### src/rtl/booth_acc_pkg.sv
// Shared constants and FSM encoding for the Booth product accumulator.
package booth_acc_pkg;

    localparam int unsigned PRODUCT_WIDTH = 16;
    localparam int unsigned COUNT_WIDTH   = 8;

    typedef enum logic [1:0] {
        ST_IDLE  = 2'd0,
        ST_ACCUM = 2'd1,
        ST_HOLD  = 2'd2
    } state_e;

endpackage

### src/rtl/sat_add_module.sv
// Combinational accumulate step: acc + sign-extended product, with optional clamp.
// ACC_SATURATE_EN selects saturating arithmetic; otherwise the sum wraps and ovf_c is 0.
module sat_add_module
    import booth_acc_pkg::*;
#(
    parameter int unsigned ACC_WIDTH = 24
) (
    input  logic [ACC_WIDTH-1:0]     acc_i,
    input  logic [PRODUCT_WIDTH-1:0] addend_i,
    output logic [ACC_WIDTH-1:0]     sum_c,
    output logic                     ovf_c
);

`ifdef ACC_SATURATE_EN
    localparam int unsigned EXT_W = ACC_WIDTH + 1;
    localparam logic [ACC_WIDTH-1:0] SAT_MAX = {1'b0, {(ACC_WIDTH-1){1'b1}}};
    localparam logic [ACC_WIDTH-1:0] SAT_MIN = {1'b1, {(ACC_WIDTH-1){1'b0}}};

    logic [EXT_W-1:0] acc_ext;
    logic [EXT_W-1:0] addend_ext;
    logic [EXT_W-1:0] sum_ext;
    logic             ovf;

    assign acc_ext    = EXT_W'($signed(acc_i));
    assign addend_ext = EXT_W'($signed(addend_i));
    assign sum_ext    = acc_ext + addend_ext;

    // Equal operand signs with a flipped result sign shows up as MSB pair disagreement.
    assign ovf   = sum_ext[EXT_W-1] ^ sum_ext[EXT_W-2];
    assign sum_c = ovf ? (sum_ext[EXT_W-1] ? SAT_MIN : SAT_MAX) : sum_ext[ACC_WIDTH-1:0];
    assign ovf_c = ovf;
`else
    assign sum_c = acc_i + ACC_WIDTH'($signed(addend_i));
    assign ovf_c = 1'b0;
`endif

endmodule

### src/rtl/booth_product_accumulator_module.sv
// Sums COUNT_N signed Booth products per window and returns the total over valid/ready.
// Build option: ACC_SATURATE_EN (saturating accumulator with sticky Overflow_Flag).
module booth_product_accumulator_module
    import booth_acc_pkg::*;
#(
    parameter int unsigned ACC_WIDTH = 24,
    parameter int unsigned COUNT_N   = 8
) (
    input  logic                     CLK,
    input  logic                     RST,
    input  logic                     Start_Sig,
    input  logic [PRODUCT_WIDTH-1:0] Product_In,
    input  logic                     Product_Valid,
    output logic                     Product_Ready,
    output logic [ACC_WIDTH-1:0]     Sum_Out,
    output logic                     Sum_Valid,
    input  logic                     Sum_Ready,
    output logic                     Busy,
    output logic                     Overflow_Flag
);

    localparam logic [COUNT_WIDTH-1:0] LAST_CNT = COUNT_WIDTH'(COUNT_N - 1);

    state_e                 state_q, state_d;
    logic [ACC_WIDTH-1:0]   acc_q, acc_d;
    logic [COUNT_WIDTH-1:0] cnt_q, cnt_d;
    logic                   flag_q, flag_d;
    logic                   ready_q, ready_d;
    logic                   valid_q, valid_d;
    logic                   busy_q, busy_d;

    logic                   accept;
    logic [ACC_WIDTH-1:0]   add_sum;
    logic                   add_ovf;

    sat_add_module #(
        .ACC_WIDTH (ACC_WIDTH)
    ) u_sat_add (
        .acc_i    (acc_q),
        .addend_i (Product_In),
        .sum_c    (add_sum),
        .ovf_c    (add_ovf)
    );

    assign accept = Product_Valid && ready_q;

    // Next-state, datapath and registered-output decode.
    always_comb begin
        state_d = state_q;
        acc_d   = acc_q;
        cnt_d   = cnt_q;
        flag_d  = flag_q;

        case (state_q)
            ST_IDLE: begin
                if (Start_Sig) begin
                    state_d = ST_ACCUM;
                    acc_d   = '0;
                    cnt_d   = '0;
                    flag_d  = 1'b0;
                end
            end
            ST_ACCUM: begin
                if (accept) begin
                    acc_d  = add_sum;
                    cnt_d  = cnt_q + COUNT_WIDTH'(1);
                    flag_d = flag_q | add_ovf;
                    if (cnt_q == LAST_CNT) begin
                        state_d = ST_HOLD;
                    end
                end
            end
            ST_HOLD: begin
                if (Sum_Ready) begin
                    if (Start_Sig) begin
                        state_d = ST_ACCUM;
                        acc_d   = '0;
                        cnt_d   = '0;
                        flag_d  = 1'b0;
                    end else begin
                        state_d = ST_IDLE;
                    end
                end
            end
            default: begin
                state_d = ST_IDLE;
            end
        endcase

        ready_d = (state_d == ST_ACCUM);
        valid_d = (state_d == ST_HOLD);
        busy_d  = (state_d != ST_IDLE);
    end

    always_ff @(posedge CLK) begin
        if (RST) begin
            state_q <= ST_IDLE;
            acc_q   <= '0;
            cnt_q   <= '0;
            flag_q  <= 1'b0;
            ready_q <= 1'b0;
            valid_q <= 1'b0;
            busy_q  <= 1'b0;
        end else begin
            state_q <= state_d;
            acc_q   <= acc_d;
            cnt_q   <= cnt_d;
            flag_q  <= flag_d;
            ready_q <= ready_d;
            valid_q <= valid_d;
            busy_q  <= busy_d;
        end
    end

    assign Product_Ready = ready_q;
    assign Sum_Out       = acc_q;
    assign Sum_Valid     = valid_q;
    assign Busy          = busy_q;
    assign Overflow_Flag = flag_q;

endmodule
### config.mk
export PLATFORM = sky130hd
export DESIGN_NAME = booth_product_accumulator_module
export DESIGN_NICKNAME = d
export VERILOG_FILES = /design/src/rtl/booth_acc_pkg.sv /design/src/rtl/sat_add_module.sv /design/src/rtl/booth_product_accumulator_module.sv
export SDC_FILE = /design/constraint.sdc
export NUM_CORES = 1
export LEC_CHECK = 0
export ABC_AREA = 1
export CORE_AREA = 10 10 93 116
export DETAILED_ROUTE_END_ITERATION = 10
export DIE_AREA = 0 0 103 126
export PLACE_DENSITY = 0.73
export SETUP_SLACK_MARGIN = 0.15
export SLEW_MARGIN = 0
export SYNTH_ARGS = -nofsm -noshare
export SYNTH_HDL_FRONTEND = slang
export SYNTH_HIERARCHICAL = 1
export SYNTH_SLANG_ARGS = --single-unit
### constraint.sdc
create_clock -name CLK -period 2.6 [get_ports CLK]
set_input_delay 0.52 -clock CLK [delete_from_list [all_inputs] [get_ports CLK]]
set_output_delay 0.52 -clock CLK [all_outputs]
set_load 0.02 [all_outputs]
==> reports/qor.txt, run 1 <==
adder-cell share of the synthesized area - 9.61%
final core utilization - 48.2%
Final #Nets - 661
Final Max Tran Viols - 0
clock root cell - clkbuf_8
Avg Vias per Cell - 5.01
post-synthesis mux area share - 0%
fmax - 429 MHz
Layout fillers - 906
critical path's top delay family - simple AND/OR/NAND/NOR gates
sequential cell area - 761 sq um
CTS tree - yes
Pwr Total - 1.90 mW
first-pass GRT wire length - 16,400 microns
vias in the first global route - 3,527
post-route ant nets - 0
most frequent cells in the layout - nand2_1, inv_1, nand3_1
Die H - 126 microns
Worst Tran Pin Value - 801 ps
Critical Path RT - 2840 ps
Initial DRC Count - 214
grt ovf - 0
largest family of logic cells by synthesized area - simple AND/OR/NAND/NOR gates
Initial Util - 38.9%
area of the multi-input gates - 2150 sq um
Max H-tree Level - 2
synthesized cell area - 3330 sq um
Static Leak - 2.12 nW
Core Box Area - 8560 sq um
cell repeated most along the worst path - nand2_1
Die W - 103 microns
Slowest-stage cell, CP - clkdlybuf4s50_1
number of synthesis warnings - 6
Hold WC Path Type - flop to flop
register bit total from synthesis - 38
worst path bufs/invs - 2
Design Area, Final - 4130 sq um
RSZ-0062 raised after global routing - true
Worst-path clk slew - 80 ps
Worst Skew - 8.99 ps
wire length on met3 - 462 microns
largest net degree at the start of global routing - 29
Post-Place Cells - 708
reg2reg setup slack - 560 ps
wire length per cell - 14.0 microns
Synth Area in Simple Gates - 42.7%
via count - 3,590
Clock Tree Buf Depth - 2
num ports - 49
hpwl dp - 7690 microns
Total Wirelength - 10000 microns
Post-DP Area - 3970 sq um
max-cap violations - 0
Synth Area in Compound Gates - 8.15%
startpoint types - primary input
# hold bufs at CTS - 0
CP arrival - 2570 ps
commonest non-fill, non-tap cell in the layout - nand2_1
Cells after Synth - 557
Residual DRC - 0
number of setup violations in the final report - 0
syn avg cell area - 5.98 sq um
antenna cell count - 0
initial antenna violation count - 0
Non-Filler Instances - 716
critical path class - primary input to flop
CP Capture Type - flop
Total Routing Usage GR - 15.4%
WL met2 - 5180 microns
sequential share of the synthesized area - 22.8%
Crit Path Max Fanout - 9
die area - 13,000 sq um
Synth Net Count - 603
layout cells sized above 1 - 10.7%
Worst VDD drop - 290 uV
# rows - 38
critical path's largest stage delay - 390 ps
CTS-repair resized insts - 0
top layer used by detailed routing - met4
Area growth syn-to-layout - 23.8%
IO Port Bufs - 48
status - completed
Rel. slew slack - 46.5%
GPL Wtd Cong - 0.969
CTS Sinks - 38
Final min period - 2330 ps
pwr/cell area - 460 nW/um^2
crit-path cells - clkdlybuf4s50_1 -> buf_4 -> ha_2 -> nand2_1 -> nor2_1 -> nand2_1 -> nor2_1 -> nand2_1 -> nand3_1 -> nand2_1 -> nand2_1 -> nand3_1 -> a21oi_1
Setup Buffers After CTS - 0
total negative slack - 0 ps
CTS buffer count - 5
worst skew pair latency - 300 ps
Metal-1 WL - 4200 microns
DRT Pass-1 Iters - 5
Hold Vio Cnt, Final - 0
Synth cell types - 33
final worst path period share - 89.7%
xor and xnor area share after synthesis - 3.42%
-- per-layer routing --
layer,global-route usage (%),vias up
li1,-,1836
met1,17.1,1651
met2,28.2,92
met3,2.84,11
met4,4.76,0
met5,0,-
-- state kept, by name (all words and copies together), names as in the netlist --
name           cells
Sum_Out           24
Busy               1
cnt_q              8
Product_Ready      1
Overflow_Flag      1
state_q            2
Sum_Valid          1
-- kinds of logic (layout without fill, tap and decap cells) --
family,Yosys count,in the layout
compound gates,51,51
xor+xnor,13,13
fa+ha+maj,25,25
buf+inv,108,167
flops,38,38
other cells,1,1
simple gates,321,321
-- worst paths after layout --
path	from	endpoint	depth (start not counted)
worst max-delay path	Product_In[15]	Sum_Out[23]$_SDFFE_PP0P_	13
worst min-delay path	Overflow_Flag$_SDFFE_PP0P_	Overflow_Flag$_SDFFE_PP0P_	2
worst max register to register	Sum_Out[12]$_SDFFE_PP0P_	Sum_Out[21]$_SDFFE_PP0P_	10
worst min register to register	Overflow_Flag$_SDFFE_PP0P_	Overflow_Flag$_SDFFE_PP0P_	2
-- where the power goes --
group	internal, mW	switching, mW
combinational	0.237	0.374
clock	0.410	0.236
sequential	0.612	0.0274
-- worst reg2reg max path: stages, from the launching register on --
cell	delay (ps)
dfxtp_1	340
ha_1	390
nand2_2	180
inv_1	60
a21oi_1	280
nand2_1	150
nand2_1	130
nand4_1	90
nand2_1	80
nand3_1	80
a21oi_1	180
-- metrics by stage --
stage | setup slack (ps) | hold slack, ps
finish | 268 | 452
global route | 127 | 492
CTS | 276 | 458
detailed placement | -30.2 | 445
global placement | -29.5 | 439
floorplan | 587 | 441
-- synthesized netlist by cell type (all sizes together) --
master,count,share of area (%)
a21oi,45,6.9
a31o,1,0.26
and2,1,0.26
buf,6,1.7
clkbuf,5,0.56
conb,1,0.11
dfxtp,38,23
fa,1,0.60
ha,24,9.0
inv,97,11
nand2,209,24
nand3,52,8.3
nand3b,2,0.83
nand4,8,1.5
nor2,45,6.5
nor3,1,0.15
nor3b,2,0.60
o21ai,3,0.45
o21bai,2,0.56
or2,1,0.19
xnor2,2,0.53
xor2,11,2.9
-- final cells by class --
cell class,instances,area share [%]
multi-input cells,411,52.1
flip-flops and latches,38,18.4
repair buffers,62,14.2
inverters,97,8.82
well taps,100,3.03
clock buffers,6,2.00
clock inverters,2,1.46
(Power assumes the default switching activity.)
==> run 2, diff against run 1 <==
CORE_AREA = 10 10 88 110   (was 10 10 93 116)
DIE_AREA = 0 0 98 120   (was 0 0 103 126)
PLACE_DENSITY = 0.79   (was 0.73)
clock period = 2.5 ns   (was 2.6 ns; I/O delays follow)
==> reports/qor.txt, run 2 (synthesis results as in run 1) <==
status - completed (unchanged)
pwr/cell area - 471 nW/um^2 (was 460 nW/um^2)
Reg2Reg Depth - 11 (was 10)
grt ovf - 0 (unchanged)
CP arrival - 2480 ps (was 2570 ps)
final worst path period share - 89.6%
via count - 3,509 (was 3,590)
Setup crit end - Sum_Out[16]$_SDFFE_PP0P_ (was Sum_Out[23]$_SDFFE_PP0P_)
Crit Path Max Fanout - 3 (was 9)
Non-Filler Instances - 713 (was 716)
Worst Skew - 10.4 ps (was 8.99 ps)
number of setup violations in the final report - 0 (unchanged)
worst min-delay path startpoint - Overflow_Flag$_SDFFE_PP0P_ (unchanged)
Cells on Worst Hold Path - 2 (unchanged)
Die H - 120 microns (was 126 microns)
RSZ-0062 raised after global routing - true (unchanged)
critical path class - primary input to flop (unchanged)
CP Launch Point - Product_In[0] (was Product_In[15])
Core Box Area - 7610 sq um (was 8560 sq um)
crit-path cells - clkdlybuf4s50_1 -> ha_1 -> fa_1 -> nand3_1 -> nand3_2 -> nand2_1 -> nand2_1 -> nand3_1 -> nand3_1 -> nand2_1 -> nand3_1 -> a21oi_2 (was clkdlybuf4s50_1 -> buf_4 -> ha_2 -> nand2_1 -> nor2_1 -> nand2_1 -> nor2_1 -> nand2_1 -> nand3_1 -> nand2_1 -> nand2_1 -> nand3_1 -> a21oi_1)
Static Leak - 2.13 nW (was 2.12 nW)
IO Port Bufs - 48 (unchanged)
Layout fillers - 760 (was 906)
cell repeated most along the worst path - nand3_1 (was nand2_1)
Hold Vio Cnt, Final - 0 (unchanged)
final worst slack - 259 ps (was 268 ps)
commonest non-fill, non-tap cell in the layout - nand2_1 (unchanged)
die area - 11,800 sq um (was 13,000 sq um)
Critical Path RT - 2740 ps (was 2840 ps)
num ports - 49 (unchanged)
hpwl dp - 7330 microns (was 7690 microns)
fmax - 446 MHz
Slowest-stage cell, CP - clkdlybuf4s50_1 (unchanged)
vias in the first global route - 3,535 (was 3,527)
max reg flops - 24 (unchanged)
final core utilization - 55.1% (was 48.2%)
startpoint types - primary input (unchanged)
Clock Tree Buf Depth - 2 (unchanged)
initial antenna violation count - 0 (unchanged)
DRT Pass-1 Iters - 4 (was 5)
layout cells sized above 1 - 11.7% (was 10.7%)
CTS Sinks - 38 (unchanged)
reg2reg end - Sum_Out[16]$_SDFFE_PP0P_ (was Sum_Out[21]$_SDFFE_PP0P_)
Pwr Total - 1.98 mW (was 1.90 mW)
largest net degree at the start of global routing - 31 (was 29)
Area growth syn-to-layout - 25.9% (was 23.8%)
Design Area, Final - 4200 sq um (was 4130 sq um)
Hold WC Path Type - flop to flop (unchanged)
Place WS - -41.7 ps (was -30.2 ps)
worst path bufs/invs - 1 (was 2)
RR Startpoint - Sum_Out[0]$_SDFFE_PP0P_ (was Sum_Out[12]$_SDFFE_PP0P_)
GPL Wtd Cong - 0.970 (was 0.969)
Max H-tree Level - 2 (unchanged)
Worst-path clk slew - 90 ps (was 80 ps)
post-route ant nets - 0 (unchanged)
Worst VDD drop - 263 uV (was 290 uV)
most frequent cells in the layout - nand2_1, inv_1, nand3_1 (unchanged)
Final Max Tran Viols - 0 (unchanged)
Final min period - 2240 ps
Initial DRC Count - 170 (was 214)
wire length per cell - 13.1 microns (was 14.0 microns)
Initial Util - 43.8% (was 38.9%)
Total Routing Usage GR - 15.6% (was 15.4%)
Post-Place Cells - 705 (was 708)
critical path's largest stage delay - 400 ps (was 390 ps)
Total Wirelength - 9310 microns (was 10000 microns)
Post-DP Area - 3980 sq um (was 3970 sq um)
# rows - 36 (was 38)
Final #Nets - 663 (was 661)
Crit path depth - 12 (was 13)
clock root cell - clkbuf_8 (unchanged)
# hold bufs at CTS - 0 (unchanged)
Hold WS - 453 ps (was 452 ps)
Die W - 98 microns (was 103 microns)
critical path's top delay family - simple AND/OR/NAND/NOR gates (unchanged)
reg2reg setup slack - 530 ps (was 560 ps)
first-pass GRT wire length - 15,800 microns (was 16,400 microns)
Avg Vias per Cell - 4.92 (was 5.01)
worst skew pair latency - 300 ps (about the same)
CTS buffer count - 5 (unchanged)
CP Capture Type - flop (unchanged)
antenna cell count - 0 (unchanged)
max-cap violations - 0 (unchanged)
total negative slack - 0 ps (unchanged)
CTS tree - yes (unchanged)
Residual DRC - 0 (unchanged)
[run 2: worst min-delay path by stage]
stage,end,slack (ps)
final,Overflow_Flag$_SDFFE_PP0P_,450
after global routing,Overflow_Flag$_SDFFE_PP0P_,480
after CTS,Overflow_Flag$_SDFFE_PP0P_,460
after detailed placement,Overflow_Flag$_SDFFE_PP0P_,450
after global placement,Overflow_Flag$_SDFFE_PP0P_,440
after floorplan,cnt_q[2]$_SDFFE_PP0P_,440
[run 2: worst min-delay path, cell delays in order, from the launching register on]
cell and delay [ps]:
dfxtp_1 310, inv_1 50, a21oi_1 50
[run 2: final cells by class]
| class | instances | area [sq um] | share of cell area, % |
|---|---|---|---|
| Multi-Input combinational cell | 411 | 2210 | 52.7 |
| Clock inverter | 2 | 60.1 | 1.43 |
| Timing Repair Buffer | 64 | 601 | 14.3 |
| Sequential cell | 38 | 761 | 18.1 |
| Tap cell | 95 | 119 | 2.83 |
| Inverter | 97 | 364 | 8.67 |
| Clock buffer | 6 | 82.6 | 1.97 |
[run 2: report_power, final]
part / leakage, nW / switching [mW] / internal [mW]
Combinational: 1.75 / 0.384 / 0.262
Sequential: 0.309 / 0.0307 / 0.637
Clock: 0.0714 / 0.237 / 0.426
Total: 2.13 / 0.652 / 1.33
[run 2: repair_timing]
action / CTS / global route
setup endpoints to repair: 0 / 5
setup buffers: 0 / 0
gates resized for setup: 0 / 11
[run 2: per-layer routing]
layer / GRT usage [%] / wire length [microns] / vias to the layer above
li1: - / - / 1854
met1: 16.6 / 3850 / 1573
met2: 29.1 / 4800 / 67
met3: 3.21 / 398 / 15
met4: 5.83 / 263 / 0
met5: 0 / 0 / -
